## src/rtl/conv_mc_ctrl_fsm.sv

```systemverilog
// Multi-channel convolution tile controller: sequences source/sink/engine start,
// counts output beats per channel, waits for transfer completion, iterates tiles.
module conv_mc_ctrl_fsm #(
  parameter int N_IN   = 2,
  parameter int N_OUT  = 2,
  parameter int CNT_W  = 11,
  parameter int ITER_W = 16
) (
  input  logic                   clk_i,
  input  logic                   rst_i,
  input  logic                   clear_i,
  input  logic                   trigger_i,
  input  logic [ITER_W-1:0]      nb_iter_i,
  input  logic [N_OUT*CNT_W-1:0] cnt_limit_i,
  input  logic [N_OUT-1:0]       out_hs_i,
  input  logic [N_IN-1:0]        source_done_i,
  input  logic [N_OUT-1:0]       sink_done_i,
  output logic [N_IN-1:0]        source_start_o,
  output logic [N_OUT-1:0]       sink_start_o,
  output logic                   engine_start_o,
  output logic                   engine_clear_o,
  output logic [ITER_W-1:0]      iter_idx_o,
  output logic [N_OUT*CNT_W-1:0] cnt_o,
  output logic [2:0]             state_o,
  output logic                   busy_o,
  output logic                   done_o,
  output logic                   err_o
);

  typedef enum logic [2:0] {
    S_IDLE      = 3'd0,
    S_START     = 3'd1,
    S_COMPUTE   = 3'd2,
    S_WAIT      = 3'd3,
    S_UPDATEIDX = 3'd4,
    S_TERMINATE = 3'd5
  } state_t;

  state_t                 state;
  logic [ITER_W-1:0]      nb_iter_q;
  logic [N_OUT*CNT_W-1:0] lim_q;
  logic [N_OUT*CNT_W-1:0] cnt_nxt;
  logic [N_IN-1:0]        src_flag;
  logic [N_IN-1:0]        src_flag_nxt;
  logic [N_OUT-1:0]       snk_flag;
  logic [N_OUT-1:0]       snk_flag_nxt;
  logic [N_OUT-1:0]       cnt_full;
  logic                   all_full;
  logic                   all_flags;
  logic                   hs_err;
  logic                   last_iter;

  // A handshake on a channel already at its limit is an overrun: count holds, error flagged.
  always_comb begin
    cnt_nxt  = cnt_o;
    cnt_full = '0;
    hs_err   = 1'b0;
    for (int unsigned k = 0; k < N_OUT; k++) begin
      cnt_full[k] = (cnt_o[k*CNT_W +: CNT_W] == lim_q[k*CNT_W +: CNT_W]);
      if (out_hs_i[k]) begin
        if (cnt_full[k]) hs_err = 1'b1;
        else cnt_nxt[k*CNT_W +: CNT_W] = cnt_o[k*CNT_W +: CNT_W] + CNT_W'(1);
      end
    end
  end

  assign src_flag_nxt = src_flag | source_done_i;
  assign snk_flag_nxt = snk_flag | sink_done_i;
  assign all_full     = &cnt_full;
  assign all_flags    = (&src_flag_nxt) & (&snk_flag_nxt);
  assign last_iter    = ((iter_idx_o + ITER_W'(1)) == nb_iter_q);
  assign state_o      = state;

  always_ff @(posedge clk_i or posedge rst_i) begin
    if (rst_i) begin
      state          <= S_IDLE;
      nb_iter_q      <= '0;
      lim_q          <= '0;
      src_flag       <= '0;
      snk_flag       <= '0;
      source_start_o <= '0;
      sink_start_o   <= '0;
      engine_start_o <= 1'b0;
      engine_clear_o <= 1'b0;
      iter_idx_o     <= '0;
      cnt_o          <= '0;
      busy_o         <= 1'b0;
      done_o         <= 1'b0;
      err_o          <= 1'b0;
    end else begin
      source_start_o <= '0;
      sink_start_o   <= '0;
      engine_start_o <= 1'b0;
      engine_clear_o <= 1'b0;
      done_o         <= 1'b0;
      if (clear_i) begin
        state          <= S_IDLE;
        cnt_o          <= '0;
        src_flag       <= '0;
        snk_flag       <= '0;
        iter_idx_o     <= '0;
        err_o          <= 1'b0;
        busy_o         <= 1'b0;
        engine_clear_o <= 1'b1;
      end else begin
        case (state)
          S_IDLE: begin
            if (trigger_i) begin
              nb_iter_q  <= nb_iter_i;
              lim_q      <= cnt_limit_i;
              err_o      <= 1'b0;
              iter_idx_o <= '0;
              if (nb_iter_i != '0) begin
                // Start pulses are launched on entry so they coincide with the START cycle.
                state          <= S_START;
                busy_o         <= 1'b1;
                source_start_o <= '1;
                sink_start_o   <= '1;
                engine_start_o <= 1'b1;
                cnt_o          <= '0;
                src_flag       <= '0;
                snk_flag       <= '0;
              end else begin
                done_o <= 1'b1;
              end
            end
          end
          S_START: state <= S_COMPUTE;
          S_COMPUTE, S_WAIT: begin
            cnt_o    <= cnt_nxt;
            src_flag <= src_flag_nxt;
            snk_flag <= snk_flag_nxt;
            if (hs_err) err_o <= 1'b1;
            if (state == S_COMPUTE && all_full) state <= S_WAIT;
            if (state == S_WAIT && all_flags) state <= S_UPDATEIDX;
          end
          S_UPDATEIDX: begin
            if (last_iter) begin
              state  <= S_TERMINATE;
              done_o <= 1'b1;
            end else begin
              iter_idx_o     <= iter_idx_o + ITER_W'(1);
              state          <= S_START;
              source_start_o <= '1;
              sink_start_o   <= '1;
              engine_start_o <= 1'b1;
              cnt_o          <= '0;
              src_flag       <= '0;
              snk_flag       <= '0;
            end
          end
          S_TERMINATE: begin
            state  <= S_IDLE;
            busy_o <= 1'b0;
          end
          default: begin
            state  <= S_IDLE;
            busy_o <= 1'b0;
          end
        endcase
      end
    end
  end

endmodule

```

## config.mk

```make
export PLATFORM = sky130hd
export DESIGN_NAME = conv_mc_ctrl_fsm
export DESIGN_NICKNAME = d
export VERILOG_FILES = /design/src/rtl/conv_mc_ctrl_fsm.sv
export SDC_FILE = /design/constraint.sdc
export NUM_CORES = 1
export LEC_CHECK = 0
export BUFFER_PORTS_ARGS = -buffer_cell sky130_fd_sc_hd__buf_2
export CORE_UTILIZATION = 45
export DETAILED_ROUTE_END_ITERATION = 8
export HOLD_SLACK_MARGIN = 0.06
export PLACE_DENSITY = 0.67
export SLEW_MARGIN = 0
export SYNTH_ARGS = -nofsm -noshare
export SYNTH_HDL_FRONTEND = slang
export SYNTH_SLANG_ARGS = --single-unit
export TNS_END_PERCENT = 30
```

## constraint.sdc

```tcl
create_clock -name clk_i -period 7.48 [get_ports clk_i]
set_input_delay 1.496 -clock clk_i [delete_from_list [all_inputs] [get_ports clk_i]]
set_output_delay 1.496 -clock clk_i [all_outputs]
set_load 0.02 [all_outputs]
```

After elaboration in Yosys (flattened, before gate mapping)

Index checks and enable logic that the tools add are counted.

Equal/unequal tests: 17
Reductions and logical operators: 20
$mul: 0
Multiplexer cells: 55
Divide/modulo/power cells: 0
Add/subtract/negate cells: 3
Magnitude comparators: 0
Shift operators: 0
Bitwise logic cells: 4

Operators by type and width:

| kind                                          | number |
|---|---|
| two-way mux 22 bit                            | 4 |
| one-hot mux 22 bit (3 select lines)           | 1 |
| two-way mux 16 bit                            | 3 |
| two-way mux 11 bit                            | 4 |
| one-hot mux 16 bit (2 select lines)           | 1 |
| != test 3 bit, second input constant          | 8 |
| adder 11 x 1 -> 11 bit, second input constant | 2 |
| == test 11 bit                                | 2 |
| two-way mux 1 bit                             | 19 |
| two-way mux 2 bit                             | 9 |
| two-way mux 3 bit                             | 6 |
| adder 16 x 1 -> 16 bit, second input constant | 1 |
| == test 16 bit                                | 1 |
| nonzero test 16 bit                           | 1 |
| AND reduction 3 bit                           | 5 |
| one-hot mux 2 bit (3 select lines)            | 2 |
| one-hot mux 3 bit (4 select lines)            | 1 |
| AND reduction 6 bit                           | 2 |
| one-hot mux 1 bit (2 select lines)            | 4 |
| == test 3 x 2 -> 1 bit, second input constant | 2 |
| AND reduction 2 bit                           | 3 |
| nonzero test 3 bit                            | 2 |
| != test 4 bit, second input constant          | 1 |
| OR 2 bit                                      | 2 |
| other kinds (12)                              | 13 |

Latch bits: 0
Register bits: 90
Output and inout port bits: 50
Bits in read-only memories: 0
Memories: 0
Input port bits: 48
Memory bits (writable): 0
Logic and storage cells: 113

Logic depth before layout (Yosys ltp)

Gate-level depths: netlist of run 1.

Depth in word-level cells: 8
Depth in mapped cells: 11

Worst setup path after synthesis of run 1

No wires, ideal clock.

Path kind: input -> register
From: input port nb_iter_i[11]
To: register cnt_o[20]
Data arrival time: 3,225 ps
Setup slack: 4,160 ps
Buffers on the path: 0
Stages: 6
Setup time: 96 ps
Cells stage by stage: nor4_1 -> a41oi_1 -> o21a_1 -> a311oi_1 -> nor2_1 -> o31ai_1

Longest elaborated chain between the ends: 3

Ends and longest elaborated chain:

| what                                 | RTL line | text |
|---|---|---|
| start, declared                      | 13       | `input logic [ITER_W-1:0] nb_iter_i,` |
| nonzero test 16 bit                  | 113      | `if (nb_iter_i != '0) begin` |
| != test 3 bit (no source line)       | -        |  |
| AND reduction 6 bit (no source line) | -        |  |
| end signal, assigned                 | 130      | `cnt_o <= cnt_nxt;` |
| end, declared                        | 23       | `output logic [N_OUT*CNT_W-1:0] cnt_o,` |

Every way passes these cells.
A chain may end at the register's enable or synchronous reset.

Final worst setup path of run 1

From: input port nb_iter_i[0]
To: register cnt_o[16]

Same word-level chain as after synthesis.

==> results of run 1 <==
[per-layer routing]
metal  vias to the layer above  GRT usage, %  wire length, um
met3                        11          6.63             1150
met2                       184          38.8             6280
met5                         -             0                0
li1                       2103             -                -
met1                      2210          34.2             6090
met4                         0          6.56              131
[how the worst max path moves through the flow]
stage,slack [ns],cells after the start,to,start
final,3.52,7,cnt_o[16],nb_iter_i[0]
after global routing,3.29,7,cnt_o[20],nb_iter_i[0]
after CTS,3.64,7,cnt_o[21],nb_iter_i[0]
after detailed placement,3.24,7,cnt_o[21],nb_iter_i[0]
after global placement,3.34,7,cnt_o[21],nb_iter_i[11]
after floorplan,3.71,1,busy_o,rst_i
[flip-flops by register name, summed over array words and instances, names as in the netlist, 2 cells and up]
name	flops
cnt_o	22
lim_q	22
iter_idx_o	16
nb_iter_q	16
state_o	3
snk_flag	2
src_flag	2
[cells by family (layout without fill, tap and decap cells)]
logic type | count (synthesis) | after routing | share of synthesized area (%)
AO/OA/AOI/OAI | 124 | 124 | 16.3
XOR/XNOR | 42 | 42 | 7.27
adder cells (fa/ha/maj) | 3 | 3 | 0.742
buffers and inverters | 49 | 128 | 4.11
flip-flops | 88 | 88 | 43.5
multiplexers | 40 | 40 | 8.86
AND/OR/NAND/NOR | 179 | 179 | 19.1
[worst max-delay path: stages]
cell      delay (ns)
buf_2           0.10
nor4_1          0.65
a41oi_1         0.25
o21a_1          0.27
a311oi_1        0.97
o21ai_0         0.29
o22ai_1         0.22
[power groups by stage]
| stage | clock, uW | sequential, uW | combinational (uW) |
|---|---|---|---|
| floorplan | 0 | 673 | 318 |
| global placement | 0 | 689 | 404 |
| detailed placement | 0 | 696 | 413 |
| CTS | 332 | 687 | 416 |
| global route | 345 | 703 | 459 |
| finish | 322 | 687 | 417 |
[final cells by class]
| type | count | area (sq um) |
|---|---|---|
| inverters | 12 | 46.3 |
| well taps | 140 | 175 |
| multi-input cells | 388 | 2660 |
| clock inverters | 4 | 45.0 |
| flip-flops and latches | 88 | 2200 |
| repair buffers | 100 | 508 |
| fillers | 987 | 5120 |
| clock buffers | 12 | 135 |
[stage by stage]
stage	area (sq um)	setup WS [ns]	instances	hold slack, ns	util, %
global route	5770	3.29	744	0.543	53.0
global placement	5590	3.34	728	0.506	51.3
CTS	5770	3.64	744	0.535	53.0
finish	5770	3.52	744	0.534	53.0
floorplan	5060	3.71	525	0.496	-
detailed placement	5590	3.24	728	0.516	51.3
[synthesized netlist by cell type (9+ instances only)]
cell and instances:
dfrtp_1 88, o21ai_0 39, mux2_2 38, xor2_1 31, nor2_1 30, nand2_1 28
clkbuf_1 25, nand3_1 21, nor3_1 20, nor4_1 17, o31ai_1 17, o22ai_1 15
and3_1 13, inv_1 12, nand2b_1 11, xnor2_1 11, nand4_1 10, a31oi_1 9
==> metrics.md, run 1 <==
| Metric | Value |
|---|---|
| Row count | `38` |
| Flop pwr share | `48.2%` |
| Crit path capture type | `flip-flop` |
| Clock slew at reported path FFs | `0.08 ns` |
| Status | `complete, no violations` |
| Htree depth | `3` |
| Routability cong. | `0.905` |
| EDFF count, synth | `0` |
| Full die area | `0.0117 sq mm` |
| Data required time of the worst path | `7.76 ns` |
| Die Y | `108 um` |
| Reg2Reg Depth | `8` |
| Post-synth top area share | `43.5%` |
| Part of the power in combinational logic | `29.3%` |
| Setup Skew | `0.00866 ns` |
| Sequential cell area fraction in the yosys report | `43.5%` |
| Setup crit start kind | `input pin` |
| All-Layer GR Usage | `24.9%` |
| Asr flop ratio synth | `100%` |
| Yosys top cell by area | `dfrtp_1` |
| Internal power | `947 uW` |
| First-pass GRT wire length | `22200 um` |
| Gate Count Post-Synth | `525` |
| Top cells by area, synth | `dfrtp_1 (44%), mux2_2 (8.5%), xor2_1 (5.4%), o21ai_0 (3.9%), o31ai_1 (2.5%)` |
| Initial Utilization | `46.4%` |
| Total negative setup slack | `0 ns` |
| Crit path arrival time | `4.24 ns` |
| Worst-case clock buffer depth | `2` |
| Clock Power Share | `22.6%` |
| Final Max Slew Viols | `0` |
| Final period util | `53.0%` |
| Grt total ovfl | `0` |
| Most common cell after layout, fill and taps aside | `buf_2` |
| Vias in the first global route | `4254` |
| Max_cap viols | `0` |
| Reg2Reg Setup Slack | `3.56 ns` |
| Top-Level Pins | `98` |
| Setup repair after global routing missed its margin | `false` |
| Hold Buf Count CTS | `0` |
| Drt wl/cell | `18.3 um` |
| Final min period | `3.96 ns` |
| DR pass1 iterations | `5` |
| Antenna violations before repair | `0` |
| Area Overhead vs Synth | `14.1%` |
| Post-cts repair resize count | `0` |
| Ys flop type | `dfrtp_1` |
| Clock sinks | `88` |
| Final ANT Viol Nets | `0` |
| Mapped cell area | `0.00506 sq mm` |
| Worst hold stages | `1` |
| Syn Area/Cell | `9.63 sq um` |
| Leak | `0.00261 uW` |
| CTS Root Cell | `clkbuf_8` |
| Final Power | `1430 uW` |
| DRT Wirelength | `13600 um` |
| Port buffer count | `97` |
| Sw Pwr | `480 uW` |
| Worst Hold Endpoint | `lim_q[11]` |
| Crit path max fanout | `10` |
| Hold wc startpoint | `lim_q[11]` |
| WS Path Type | `in -> reg` |
| Final setup viols | `0` |
| Num CTS Buffers | `9` |
| CTS tree | `built` |
| DRT iter0 DRCs | `318` |
| FF-to-FF End | `iter_idx_o[6]` |
| Setup Buffers After CTS | `0` |
| Worst slew pin tran | `1.21 ns` |
| Ant. Diodes | `0` |
| Vias/cell | `6.06` |
| Slew headroom | `19.1%` |
| Yosys cell types | `56` |
| VDD IR-drop max | `158 uV` |
| Pwr Density | `247 mW/mm^2` |
| HP Class | `reg -> reg` |
| Share of cells above drive strength 1 | `26.7%` |
| Reg-to-Reg Start | `iter_idx_o[0]` |
| Vias | `4508` |
| Fmax | `252 MHz` |
| DP HPWL | `9550 um` |
| Final hold viol count | `0` |
| Worst-Skew Late Latency | `0.37 ns` |
| Core area | `0.0109 sq mm` |
| Pin count of the biggest net entering global routing | `89` |
| Switching Fraction | `33.6%` |
| Die width | `108 um` |
| Synth warnings | `0` |
| Post-synthesis net count | `576` |
| Net count, final | `650` |
| Synth Register Bits | `88` |
| Drt drc | `0` |
| Commonest non-fill, non-tap cells in the layout | `buf_2 (97), dfrtp_1 (88), o21ai_0 (39), mux2_2 (38), xor2_1 (31)` |
Note: power is estimated with default switching activity, not from simulation.
==> run 2, diff against run 1 <==
==> constraint.sdc (replaced) <==
create_clock -name clk_i -period 3.66 [get_ports clk_i]
set_input_delay 0.732 -clock clk_i [delete_from_list [all_inputs] [get_ports clk_i]]
set_output_delay 0.732 -clock clk_i [all_outputs]
set_load 0.02 [all_outputs]
==> run 2 against run 1 <==
Worst hold slack got worse by 0.0032 ns. Largest power group unchanged. Largest cell class unchanged. Clock-buffer cell count down 2. Critical endpoint is now iter_idx_o[0]. Final area increased by 1.6%. Sequential cell count is the same. Utilization up 0.84 points.
==> metrics.md, run 2 (synthesis gave the netlist of run 1 again) <==
| Metric | Value |
|---|---|
| Slowest stage delay, CP | `0.57 ns (-0.40 ns)` |
| Crit path capture type | `flip-flop` |
| Drt drc | `0 (unchanged)` |
| Setup WS post-layout | `0.526 ns (-2.99 ns)` |
| Setup Skew | `0.0147 ns (+0.00602 ns)` |
| Worst-Skew Late Latency | `0.38 ns (about the same)` |
| Pin count of the biggest net entering global routing | `56 (-37%)` |
| CTS Root Cell | `clkbuf_8` |
| Status | `complete, no violations` |
| Fmax | `319 MHz` |
| Top-Level Pins | `98 (unchanged)` |
| Top Family by Delay on Critical Path | `simple AND/OR/NAND/NOR gates` |
| Drt wl/cell | `18.3 um (-0.25%)` |
| Most common cell after layout, fill and taps aside | `buf_2` |
| Setup Buffers After CTS | `0 (unchanged)` |
| DR pass1 iterations | `4 (-1)` |
| DRT iter0 DRCs | `255 (-20%)` |
| Slowest CP cell | `nor4_1` |
| DP HPWL | `9700 um (+1.6%)` |
| Worst slew pin tran | `0.960 ns (-0.246 ns)` |
| Die width | `108 um (unchanged)` |
| Worst-case clock buffer depth | `2 (unchanged)` |
| Htree depth | `3 (unchanged)` |
| Worst-path cell chain | `ha_1, nand3_2, nor4_1, xnor2_1, nand4b_1, or4_1, buf_4, nand3_1, o22ai_1` |
| Clock sinks | `88 (unchanged)` |
| Final min period | `3.13 ns` |
| Final setup viols | `0 (unchanged)` |
| HP Class | `in -> async` |
| All-Layer GR Usage | `25.3% (+0.43 points)` |
| First-pass GRT wire length | `22500 um (+1.3%)` |
| Leak | `0.00266 uW (+2.0%)` |
| Reg2Reg Setup Slack | `0.53 ns (-3.03 ns)` |
| DRT Wirelength | `13800 um (+1.2%)` |
| Setup repair after global routing missed its margin | `false` |
| Final Max Slew Viols | `0 (unchanged)` |
| Final ANT Viol Nets | `0 (unchanged)` |
| Vias in the first global route | `4396 (+3.3%)` |
| Multi-input gate area in the final layout | `0.00265 sq mm (-0.24%)` |
| Setup crit start kind | `flip-flop` |
| Crit path arrival time | `3.36 ns (-0.88 ns)` |
| Antenna violations before repair | `0 (unchanged)` |
| Post-cts repair resize count | `0 (unchanged)` |
| WS Path Type | `reg -> reg` |
| Core area | `0.0109 sq mm (unchanged)` |
| Ant. Diodes | `0 (unchanged)` |
| Full die area | `0.0117 sq mm (unchanged)` |
| Vias/cell | `6.08 (+0.40%)` |
| Data required time of the worst path | `3.89 ns (-3.87 ns)` |
| Commonest non-fill, non-tap cells in the layout | `buf_2 (97), dfrtp_1 (88), o21ai_0 (39), mux2_2 (38), xor2_1 (31)` |
| Dpl ws | `0.618 ns (-2.62 ns)` |
| Row count | `38 (unchanged)` |
| Clock slew at reported path FFs | `0.09 ns (about the same)` |
| Final hold viol count | `0 (unchanged)` |
| Net count, final | `661 (+1.7%)` |
| Filler cells | `1018 (+3.1%)` |
| Grt total ovfl | `0 (unchanged)` |
| CTS tree | `built` |
| Die Y | `108 um (unchanged)` |
| Share of cells above drive strength 1 | `28.1% (+1.5 points)` |
| Max_cap viols | `0 (unchanged)` |
| Port buffer count | `97 (unchanged)` |
| Slew headroom | `36.0% (+17 points)` |
| Final period util | `85.6%` |
| Total negative setup slack | `0 ns (unchanged)` |
| Initial Utilization | `46.4% (unchanged)` |
| Crit path max fanout | `13 (+3)` |
| VDD IR-drop max | `324 uV (+110%)` |
| Biggest regs | `cnt_o x22, lim_q x22` |
| Area Overhead vs Synth | `15.9%` |
| Hold Worst Slack | `0.531 ns (-0.00319 ns)` |
| Vias | `4593 (+1.9%)` |
| Hold Buf Count CTS | `0 (unchanged)` |
| Register Area | `0.00220 sq mm (unchanged)` |
| Pwr Density | `503 mW/mm^2 (+100%)` |
| Worst path bufs/invs | `1 (unchanged)` |
| Num CTS Buffers | `9 (unchanged)` |
| Routability cong. | `0.928 (+2.6%)` |
run 2: cell types whose count changed in the layout (fill, tap and decap cells not counted), sizes merged:
cell and change:
clkinvlp +2, buf +11, clkbuf -2, clkinv -1, inv +1
run 2: power breakdown:
group | switching (uW) | total [uW] | internal (uW)
clock network | 367 | 685 | 318
registers | 194 | 1400 | 1210
logic | 440 | 862 | 423
run 2: final timing paths:
path | from | to | cells after the start
setup / recovery | iter_idx_o[0] | iter_idx_o[0] | 9
hold / removal | rst_i | nb_iter_q[0] | 2
setup reg to reg | iter_idx_o[0] | iter_idx_o[0] | 9
hold reg to reg | lim_q[4] | lim_q[4] | 1
max in group asynchronous | rst_i | cnt_o[16] | 3
min in group clk_i | lim_q[4] | lim_q[4] | 1
run 2: metal layers:
layer | share of wire (%) | global-route usage, %
met4 | 1.7 | 10.5
met1 | 44 | 35.9
met2 | 46 | 38.4
met5 | 0 | 0
met3 | 8.8 | 4.10
run 2: layout make-up:
| type | instances | area share, % |
|---|---|---|
| inverter | 12 | 0.790 |
| tap | 140 | 2.99 |
| clock buffer | 10 | 2.18 |
| clock inverter | 6 | 1.15 |
| multi-input combinational | 388 | 45.3 |
| timing repair buffer | 111 | 10.1 |
| sequential | 88 | 37.6 |
run 2: through the flow:
stage / cells / area (sq um) / util, % / total power, uW
after floorplan: 525 / 5060 / - / 2030
after global placement: 739 / 5670 / 52.0 / 2240
after detailed placement: 739 / 5670 / 52.0 / 2270
after CTS: 755 / 5860 / 53.8 / 2970
after global routing: 755 / 5860 / 53.8 / 3130
final: 755 / 5860 / 53.8 / 2950
==> run 3, diff against run 2 <==
--- a/config.mk
+++ b/config.mk
@@ -6,6 +6,7 @@
 export NUM_CORES = 1
 export LEC_CHECK = 0
 export BUFFER_PORTS_ARGS = -buffer_cell sky130_fd_sc_hd__buf_2
+export CORE_MARGIN = 3
 export CORE_UTILIZATION = 45
 export DETAILED_ROUTE_END_ITERATION = 8
 export HOLD_SLACK_MARGIN = 0.06
==> run 3 against run 2 <==
Final area decreased by 0.15%. Clock-buffer cell count unchanged. Via count decreased by 1.7%. Critical endpoint unchanged. Largest power group unchanged. Highest routed layer unchanged.
==> metrics.md, run 3 (synthesis gave the netlist of run 1 again) <==
| Metric | Value |
|---|---|
| Port buffer count | `97 (unchanged)` |
| Clock Power Share | `22.0% (-1.2 points)` |
| Switching Fraction | `34.7% (+0.74 points)` |
| First-pass GRT wire length | `23200 um (+3.0%)` |
| Pin count of the biggest net entering global routing | `54 (-3.6%)` |
| Crit path capture type | `flip-flop` |
| WL met2 | `6340 um (+0.76%)` |
| Status | `complete, no violations` |
| DP HPWL | `9980 um (+2.8%)` |
| Fmax | `321 MHz (+0.54%)` |
| Setup Skew | `0.0113 ns (-0.00337 ns)` |
| Clock slew at reported path FFs | `0.10 ns (about the same)` |
| Core area | `0.0109 sq mm (unchanged)` |
| Crit path arrival time | `3.34 ns (-0.02 ns)` |
| Highest routed layer | `met4` |
| Net count, final | `660 (-0.15%)` |
| Vias | `4515 (-1.7%)` |
| Vias/cell | `5.99 (-1.6%)` |
| Final hold viol count | `0 (unchanged)` |
| Routability cong. | `0.926 (-0.26%)` |
| Final setup viols | `0 (unchanged)` |
| Reg-to-Reg Start | `iter_idx_o[4]` |
| Commonest non-fill, non-tap cells in the layout | `buf_2 (97), dfrtp_1 (88), o21ai_0 (39), mux2_2 (38), xor2_1 (31)` |
| CTS tree | `built` |
| FF-to-FF End | `iter_idx_o[0]` |
| Part of the power in combinational logic | `29.6% (+0.4 points)` |
| WS Path Type | `reg -> reg` |
| Row count | `38 (unchanged)` |
| Top-Level Pins | `98 (unchanged)` |
| Die Y | `112 um (+3.7%)` |
| Sw Pwr | `1010 uW (+0.72%)` |
| Setup repair after global routing missed its margin | `false` |
| Internal power | `1900 uW (-2.5%)` |
| Most common cell after layout, fill and taps aside | `buf_2` |
| Final Power | `2910 uW (-1.4%)` |
| Drt wl/cell | `18.4 um (+0.63%)` |
| Initial Utilization | `46.4% (unchanged)` |
| Metal3 WL | `1120 um (-7.4%)` |
| Htree depth | `3 (unchanged)` |
| DRT Wirelength | `13900 um (+0.49%)` |
| Vias in the first global route | `4504 (+2.5%)` |
| Antenna violations before repair | `0 (unchanged)` |
| Final period util | `85.2% (-0.46 points)` |
| Hold Buf Count CTS | `0 (unchanged)` |
| HP Class | `in -> async` |
| Worst-Skew Late Latency | `0.37 ns (about the same)` |
| Data required time of the worst path | `3.88 ns (about the same)` |
| Num CTS Buffers | `9 (unchanged)` |
| Reg2Reg Setup Slack | `0.54 ns (+0.02 ns)` |
| Worst-case clock buffer depth | `2 (unchanged)` |
| Dpl ws | `0.592 ns (-0.0253 ns)` |
| Final ANT Viol Nets | `0 (unchanged)` |
| Met1 wire length | `6150 um (+1.1%)` |
| Full die area | `0.0125 sq mm (+7.5%)` |
| VDD IR-drop max | `260 uV (-20%)` |
| Pwr Density | `497 mW/mm^2 (-1.3%)` |
| Final Max Slew Viols | `0 (unchanged)` |
| CTS Root Cell | `clkbuf_8` |
| Setup Buffers After CTS | `0 (unchanged)` |
| Crit path max fanout | `13 (unchanged)` |
| Worst slew pin tran | `0.942 ns (-0.0180 ns)` |
| All-Layer GR Usage | `22.8% (-2.5 points)` |
| Setup WS post-layout | `0.543 ns (+0.0167 ns)` |
| Slew headroom | `37.1% (+1.1 points)` |
| Setup crit start kind | `flip-flop` |
| DRT iter0 DRCs | `227 (-11%)` |
| Leak | `0.00266 uW (about the same)` |
| Ant. Diodes | `0 (unchanged)` |
| Flop pwr share | `48.4% (+0.9 points)` |
| Total negative setup slack | `0 ns (unchanged)` |
| DR pass1 iterations | `4 (unchanged)` |
| Clock sinks | `88 (unchanged)` |
| Share of cells above drive strength 1 | `28.2% (+0.046 points)` |
| Final min period | `3.12 ns (-0.0167 ns)` |
| Max_cap viols | `0 (unchanged)` |
| Reg2Reg Depth | `8 (-1)` |
| Grt total ovfl | `0 (unchanged)` |
| Post-cts repair resize count | `0 (unchanged)` |
| Area Overhead vs Synth | `15.7%` |
| Biggest regs | `cnt_o x22, lim_q x22` |
| Drt drc | `0 (unchanged)` |
| Die width | `112 um (+3.7%)` |
## run 3: cell types whose count changed in the layout (fill, tap and decap cells not counted), sizes merged
cell / previous run / this run
bufinv: 1 / 0
buf: 111 / 110
clkinv: 3 / 5
clkinvlp: 2 / 1
## run 3: critical path, stage by stage, from the launching register on
cell,delay [ns]
dfrtp_1,0.58
nand3_1,0.33
nor4_1,0.65
xnor2_1,0.22
nand4_1,0.14
or4_1,0.55
buf_4,0.22
nand3_1,0.19
o22ai_1,0.10
## run 3: layer usage
layer  GRT usage, %  up-vias
li1               -     2127
met1           31.9     2174
met2           35.1      188
met3           4.74       26
met4           8.97        0
met5              0        -
## run 3: stage by stage
| stage | util (%) | area (sq um) | hold slack [ns] | instances |
|---|---|---|---|---|
| floorplan | - | 5060 | 0.496 | 525 |
| global placement | 52.1 | 5670 | 0.507 | 738 |
| detailed placement | 52.1 | 5670 | 0.515 | 738 |
| CTS | 53.8 | 5850 | 0.538 | 754 |
| global route | 53.8 | 5850 | 0.547 | 754 |
| finish | 53.8 | 5850 | 0.532 | 754 |
## run 3: final cells by class
type / count / area [sq um]
fillers: 986 / 5030
multi-input cells: 388 / 2650
flip-flops and latches: 88 / 2200
repair buffers: 110 / 596
well taps: 140 / 175
clock buffers: 10 / 138
inverters: 12 / 46.3
clock inverters: 6 / 43.8
## run 3: worst max-delay path by stage
stage | to | start | cells past startpoint | slack (ns)
global placement | iter_idx_o[0] | iter_idx_o[4] | 8 | 0.70
finish | iter_idx_o[0] | iter_idx_o[4] | 8 | 0.54
CTS | iter_idx_o[0] | iter_idx_o[2] | 8 | 0.59
detailed placement | iter_idx_o[0] | iter_idx_o[4] | 8 | 0.59
floorplan | iter_idx_o[2] | iter_idx_o[0] | 9 | 0.63
global route | iter_idx_o[0] | iter_idx_o[0] | 9 | 0.35
## run 3: power groups by stage
stage / logic, uW / registers (uW) / clock network [uW]
4_1_cts: 864 / 1410 / 653
3_5_place_dp: 857 / 1430 / 0
5_1_grt: 956 / 1440 / 695
2_1_floorplan: 650 / 1380 / 0
6_report: 860 / 1410 / 639
3_3_place_gp: 837 / 1410 / 0
